`src/rtl/ps2_host_tx.sv`:
```
// PS/2 host-to-device transmitter: inhibits the bus, sends start/data/parity/stop
// on device-generated clock edges and checks the device ACK bit.
module ps2_host_tx #(
  parameter int unsigned INHIBIT_CYCLES = 5000,
  parameter int unsigned TIMEOUT_CYCLES = 100000
) (
  input  logic       clk,
  input  logic       resetn,
  input  logic [7:0] tx_data,
  input  logic       tx_valid,
  output logic       tx_ready,
  input  logic       ps2_clk,
  input  logic       ps2_data,
  output logic       ps2_clk_oe,
  output logic       ps2_data_oe,
  output logic       tx_done,
  output logic       tx_err
);

  typedef enum logic [2:0] {StIdle, StInhibit, StStart, StSend, StAck} state_e;

  localparam logic [16:0] InhibitLast = 17'(INHIBIT_CYCLES - 1);
  localparam logic [16:0] TimeoutLast = 17'(TIMEOUT_CYCLES - 1);

  state_e      state_q;
  logic [2:0]  clk_sync_q;
  logic [1:0]  data_sync_q;
  logic [16:0] cnt_q;
  logic [3:0]  bit_idx_q;
  logic [9:0]  frame_q;   // {stop, parity, data[7:0]}
  logic        clk_oe_q;
  logic        data_oe_q;
  logic        done_q;
  logic        err_q;

  logic        clk_fall;
  logic        timed_out;
  logic [16:0] cnt_inc;

  // Synchronise the raw bus lines; idle level of both lines is 1.
  always_ff @(posedge clk or negedge resetn) begin
    if (!resetn) begin
      clk_sync_q  <= '1;
      data_sync_q <= '1;
    end else begin
      clk_sync_q  <= {clk_sync_q[1:0], ps2_clk};
      data_sync_q <= {data_sync_q[0], ps2_data};
    end
  end

  assign clk_fall  = clk_sync_q[2] & ~clk_sync_q[1];
  assign timed_out = (cnt_q >= TimeoutLast);
  assign cnt_inc   = (cnt_q == '1) ? cnt_q : cnt_q + 17'd1;

  // Transfer sequencer; all bus drives and status pulses are registered here.
  always_ff @(posedge clk or negedge resetn) begin
    if (!resetn) begin
      state_q   <= StIdle;
      cnt_q     <= '0;
      bit_idx_q <= '0;
      frame_q   <= '0;
      clk_oe_q  <= 1'b0;
      data_oe_q <= 1'b0;
      done_q    <= 1'b0;
      err_q     <= 1'b0;
    end else begin
      done_q <= 1'b0;
      err_q  <= 1'b0;
      unique case (state_q)
        StIdle: begin
          clk_oe_q  <= 1'b0;
          data_oe_q <= 1'b0;
          if (tx_valid) begin
            frame_q  <= {1'b1, ~^tx_data, tx_data};
            cnt_q    <= '0;
            clk_oe_q <= 1'b1;
            state_q  <= StInhibit;
          end
        end
        StInhibit: begin
          // Clock held low alone for the full window, then one cycle with the start bit too.
          if (!data_oe_q) begin
            if (cnt_q == InhibitLast) data_oe_q <= 1'b1;
            else                      cnt_q     <= cnt_q + 17'd1;
          end else begin
            clk_oe_q <= 1'b0;
            state_q  <= StStart;
          end
        end
        StStart: begin
          // The clock line was low until this cycle, so no fall can be missed here.
          bit_idx_q <= '0;
          cnt_q     <= '0;
          state_q   <= StSend;
        end
        StSend: begin
          if (clk_fall) begin
            cnt_q     <= '0;
            data_oe_q <= ~frame_q[bit_idx_q];
            bit_idx_q <= bit_idx_q + 4'd1;
            if (bit_idx_q == 4'd9) state_q <= StAck;
          end else if (timed_out) begin
            clk_oe_q  <= 1'b0;
            data_oe_q <= 1'b0;
            err_q     <= 1'b1;
            state_q   <= StIdle;
          end else begin
            cnt_q <= cnt_inc;
          end
        end
        StAck: begin
          if (clk_fall) begin
            cnt_q   <= '0;
            done_q  <= ~data_sync_q[1];
            err_q   <= data_sync_q[1];
            state_q <= StIdle;
          end else if (timed_out) begin
            clk_oe_q  <= 1'b0;
            data_oe_q <= 1'b0;
            err_q     <= 1'b1;
            state_q   <= StIdle;
          end else begin
            cnt_q <= cnt_inc;
          end
        end
        default: begin
          clk_oe_q  <= 1'b0;
          data_oe_q <= 1'b0;
          state_q   <= StIdle;
        end
      endcase
    end
  end

  assign tx_ready    = (state_q == StIdle);
  assign ps2_clk_oe  = clk_oe_q;
  assign ps2_data_oe = data_oe_q;
  assign tx_done     = done_q;
  assign tx_err      = err_q;

endmodule

```
`config.mk`:
```
export PLATFORM = sky130hd
export DESIGN_NAME = ps2_host_tx
export DESIGN_NICKNAME = d
export VERILOG_FILES = /design/src/rtl/ps2_host_tx.sv
export SDC_FILE = /design/constraint.sdc
export NUM_CORES = 1
export LEC_CHECK = 0
export BUFFER_PORTS_ARGS = -buffer_cell sky130_fd_sc_hd__clkbuf_2
export CELL_PAD_IN_SITES_DETAIL_PLACEMENT = 1
export CELL_PAD_IN_SITES_GLOBAL_PLACEMENT = 2
export CORE_ASPECT_RATIO = 0.75
export CORE_MARGIN = 3
export CORE_UTILIZATION = 39
export DETAILED_ROUTE_END_ITERATION = 8
export PLACE_DENSITY_LB_ADDON = 0.1
export SKIP_LAST_GASP = 1
export SLEW_MARGIN = 10
export SYNTH_ARGS = -nofsm -noshare
export SYNTH_HDL_FRONTEND = slang
export SYNTH_SLANG_ARGS = --single-unit
```
`constraint.sdc`:
```
create_clock -name clk -period 3.3 [get_ports clk]
set_input_delay 0.66 -clock clk [delete_from_list [all_inputs] [get_ports clk]]
set_output_delay 0.66 -clock clk [all_outputs]
set_load 0.01 [all_outputs]
```
==> reports/results.ini <==
[finish]
insertedDiodeCount = 0
final_nets = 283
utilization = 0.460
final_common_cell = dfrtp_1
fin_cells = 345
post-route-cell-area_mm2 = 0.00276
fill_cells = 695
mostFrequentLayoutCells = 38 x dfrtp_1, 27 x nand2_1, 17 x clkbuf_2
area_delta_synth_final_pct = 10.6
drive_above_1_share = 0.251

[global_routing]
grt.overflow.total = 0
grtUsageTotal = 0.177
grt_max_degree = 43
grt_busiest_layer = met1
grt_use_met2 = 0.249
met3_usage = 0.0357
antenna_found_initial = 0
gr-usage-met1 = 0.278
grt_pass1_wl_um = 10400
grt_pass1_vias = 2002

[logic_synthesis]
synth_top_flop_cell = dfrtp_1
synth.avg_cell_area_um2 = 10.1
netlist_area_mm2 = 0.00250
yosys.area.top_type = dfrtp_1
async_reset_ff_frac = 1.00
synth_edf_count = 0
yosysTopAreaCellShare = 0.380
synth_area_leaders = dfrtp_1 38%, dfstp_2 5.3%, mux2_2 4.1%, nand2_1 4.1%, xnor2_1 3.5%
ys_types = 61
yosysSeqAreaShare = 0.433
ys_seq_elements = 43
synth_cells = 248
synth_nets = 265
ys_warn_count = 0

[timing]
final-setup-viol-count = 0
worst_pin_slew_ns = 1.08
hold_ws_ns = 0.359
hold_viol_final = 0
fmax_mhz = 359
maxSlewHeadroom = 0.277
rsz0062_at_grt = no
period_share = 0.843
tns_ns = 0
timing.final.ws_setup_ns = 0.518
min_period_ns = 2.78
fin_skew_ns = 0.00565
slew_violations = 0

[setup_path]
endpoint_kind = flip-flop
path_cells = and3_2, and3_1, nor3b_1, and4_1, ha_1, a31oi_2, o211ai_4, a211oi_4, a21oi_1, a31o_2
worstPathArrival_ns = 2.98
path_class = reg -> reg
required_ns = 3.50
max_stage_delay_ns = 0.46
cp_max_fo = 9
slowest_stage = dfrtp_1
path_delay_family = compound AO/OA/AOI/OAI gates
critPathBufInv = 0
worstSetupStartpointType = flip-flop

[clocking]
path_clk_slew_ns = 0.09
cts_resized = 0
clk_latency_ns = 0.30
cts.htree.levels = 2
cts-root-buf = clkbuf_8
cts_buffers = 5
holdBufCountCts = 0
cts_tree = built
post_cts_buffers = 0
cts.path.max_buffers = 2
clock_sinks = 43

[placed_design]
port_buffers = 17
dp_slack_ns = 0.548
postPlaceCellArea_mm2 = 0.00266
dp.cells = 337
globalplace.congestion = 0.752
hpwl_um = 4380

[drt]
drc_errors = 0
drtAntennaViolNets = 0
wl_um = 6000
routedWlPerCell_um = 17.4
drt_iter0_drc = 118
drt-vias-per-instance = 5.61
dr.pass1.iters = 4
route.vias.total = 1937

[die]
die_y_um = 75.3
io_pins = 18
die_area_mm2 = 0.00742
core_region_area_mm2 = 0.00601
start_util = 0.416
num_rows = 24
fp.dieW_um = 98.5

[power]
pwr-share-clk = 0.276
internal_power_uw = 959
leakage_nw = 1.17
p_switching_uw = 413
combPwrFrac = 0.202
ir_drop_uv = 328
sw_frac_of_total = 0.301
power_density_mw_per_mm2 = 496
pwr-share-seq = 0.521
finalPower_mw = 1.37

[job]
drv_cap = 0

[worst_hold_path]
hp-class = reg -> reg

[outcome]
outcome = completed

==> sequential cells by signal, indices dropped and copies added, names as in the netlist <==
| signal | flops |
|---|---|
| frame_q | 10 |
| ps2_clk_oe | 1 |
| data_sync_q | 2 |
| ps2_data_oe | 1 |
| clk_sync_q | 3 |
| bit_idx_q | 4 |
| cnt_q | 17 |
| tx_err | 1 |
| tx_done | 1 |
| state_q | 3 |
==> cells in the mapped netlist (all sizes together), types with 5 or more instances <==
library cell,number
nand2,27
o21ai,9
a31o,7
nor2,14
mux2,9
inv,8
mux2i,5
a21oi,14
nand3,6
nand2b,6
dfrtp,38
xnor2,10
clkbuf,6
a211oi,5
dfstp,5
nor2b,5
nand4,7
==> power by group through the flow <==
stage | logic (mW) | registers (mW) | clock network [mW]
6_report | 0.277 | 0.715 | 0.379
5_1_grt | 0.315 | 0.734 | 0.420
4_1_cts | 0.282 | 0.715 | 0.394
3_5_place_dp | 0.280 | 0.725 | 0
3_3_place_gp | 0.275 | 0.722 | 0
2_1_floorplan | 0.213 | 0.693 | 0
==> metal layers <==
metal	part of all wire	wire length (um)
met5	0	0
met4	0.0090	54
met3	0.032	193
met2	0.39	2340
met1	0.57	3410
==> worst paths after layout <==
check                                        start                        to  slack, ns  depth (start not counted)
min reg2reg                clk_sync_q[0]$_DFF_PN1_   clk_sync_q[1]$_DFF_PN1_       0.36                          0
max in group asynchronous                   resetn  data_sync_q[1]$_DFF_PN1_       2.03                          2
min                        clk_sync_q[0]$_DFF_PN1_   clk_sync_q[1]$_DFF_PN1_       0.36                          0
max reg2reg                   cnt_q[6]$_DFFE_PN0P_     cnt_q[11]$_DFFE_PN0P_       0.52                         10
max                           cnt_q[6]$_DFFE_PN0P_     cnt_q[11]$_DFFE_PN0P_       0.52                         10
min in group asynchronous                   resetn      cnt_q[6]$_DFFE_PN0P_       0.55                          1
==> cells by family (layout without fill, tap and decap cells) <==
group | Yosys count | after routing | share of synthesized area
adder cells (fa/ha/maj) | 4 | 4 | 0.0200
buffers and inverters | 18 | 37 | 0.0330
flip-flops | 43 | 43 | 0.433
XOR/XNOR | 10 | 10 | 0.0350
multiplexers | 16 | 16 | 0.0786
AO/OA/AOI/OAI | 60 | 60 | 0.185
AND/OR/NAND/NOR | 97 | 97 | 0.215
==> area by class of cell <==
class                      count  area [um^2]  area share
multi-input combinational    187         1340       0.483
sequential                    43         1080       0.392
timing repair buffer          21          115      0.0416
tap                           78         97.6      0.0353
clock buffer                   7         96.3      0.0349
inverter                       8         30.0      0.0109
clock inverter                 1         7.51     0.00272
(Power assumes the default switching activity.)
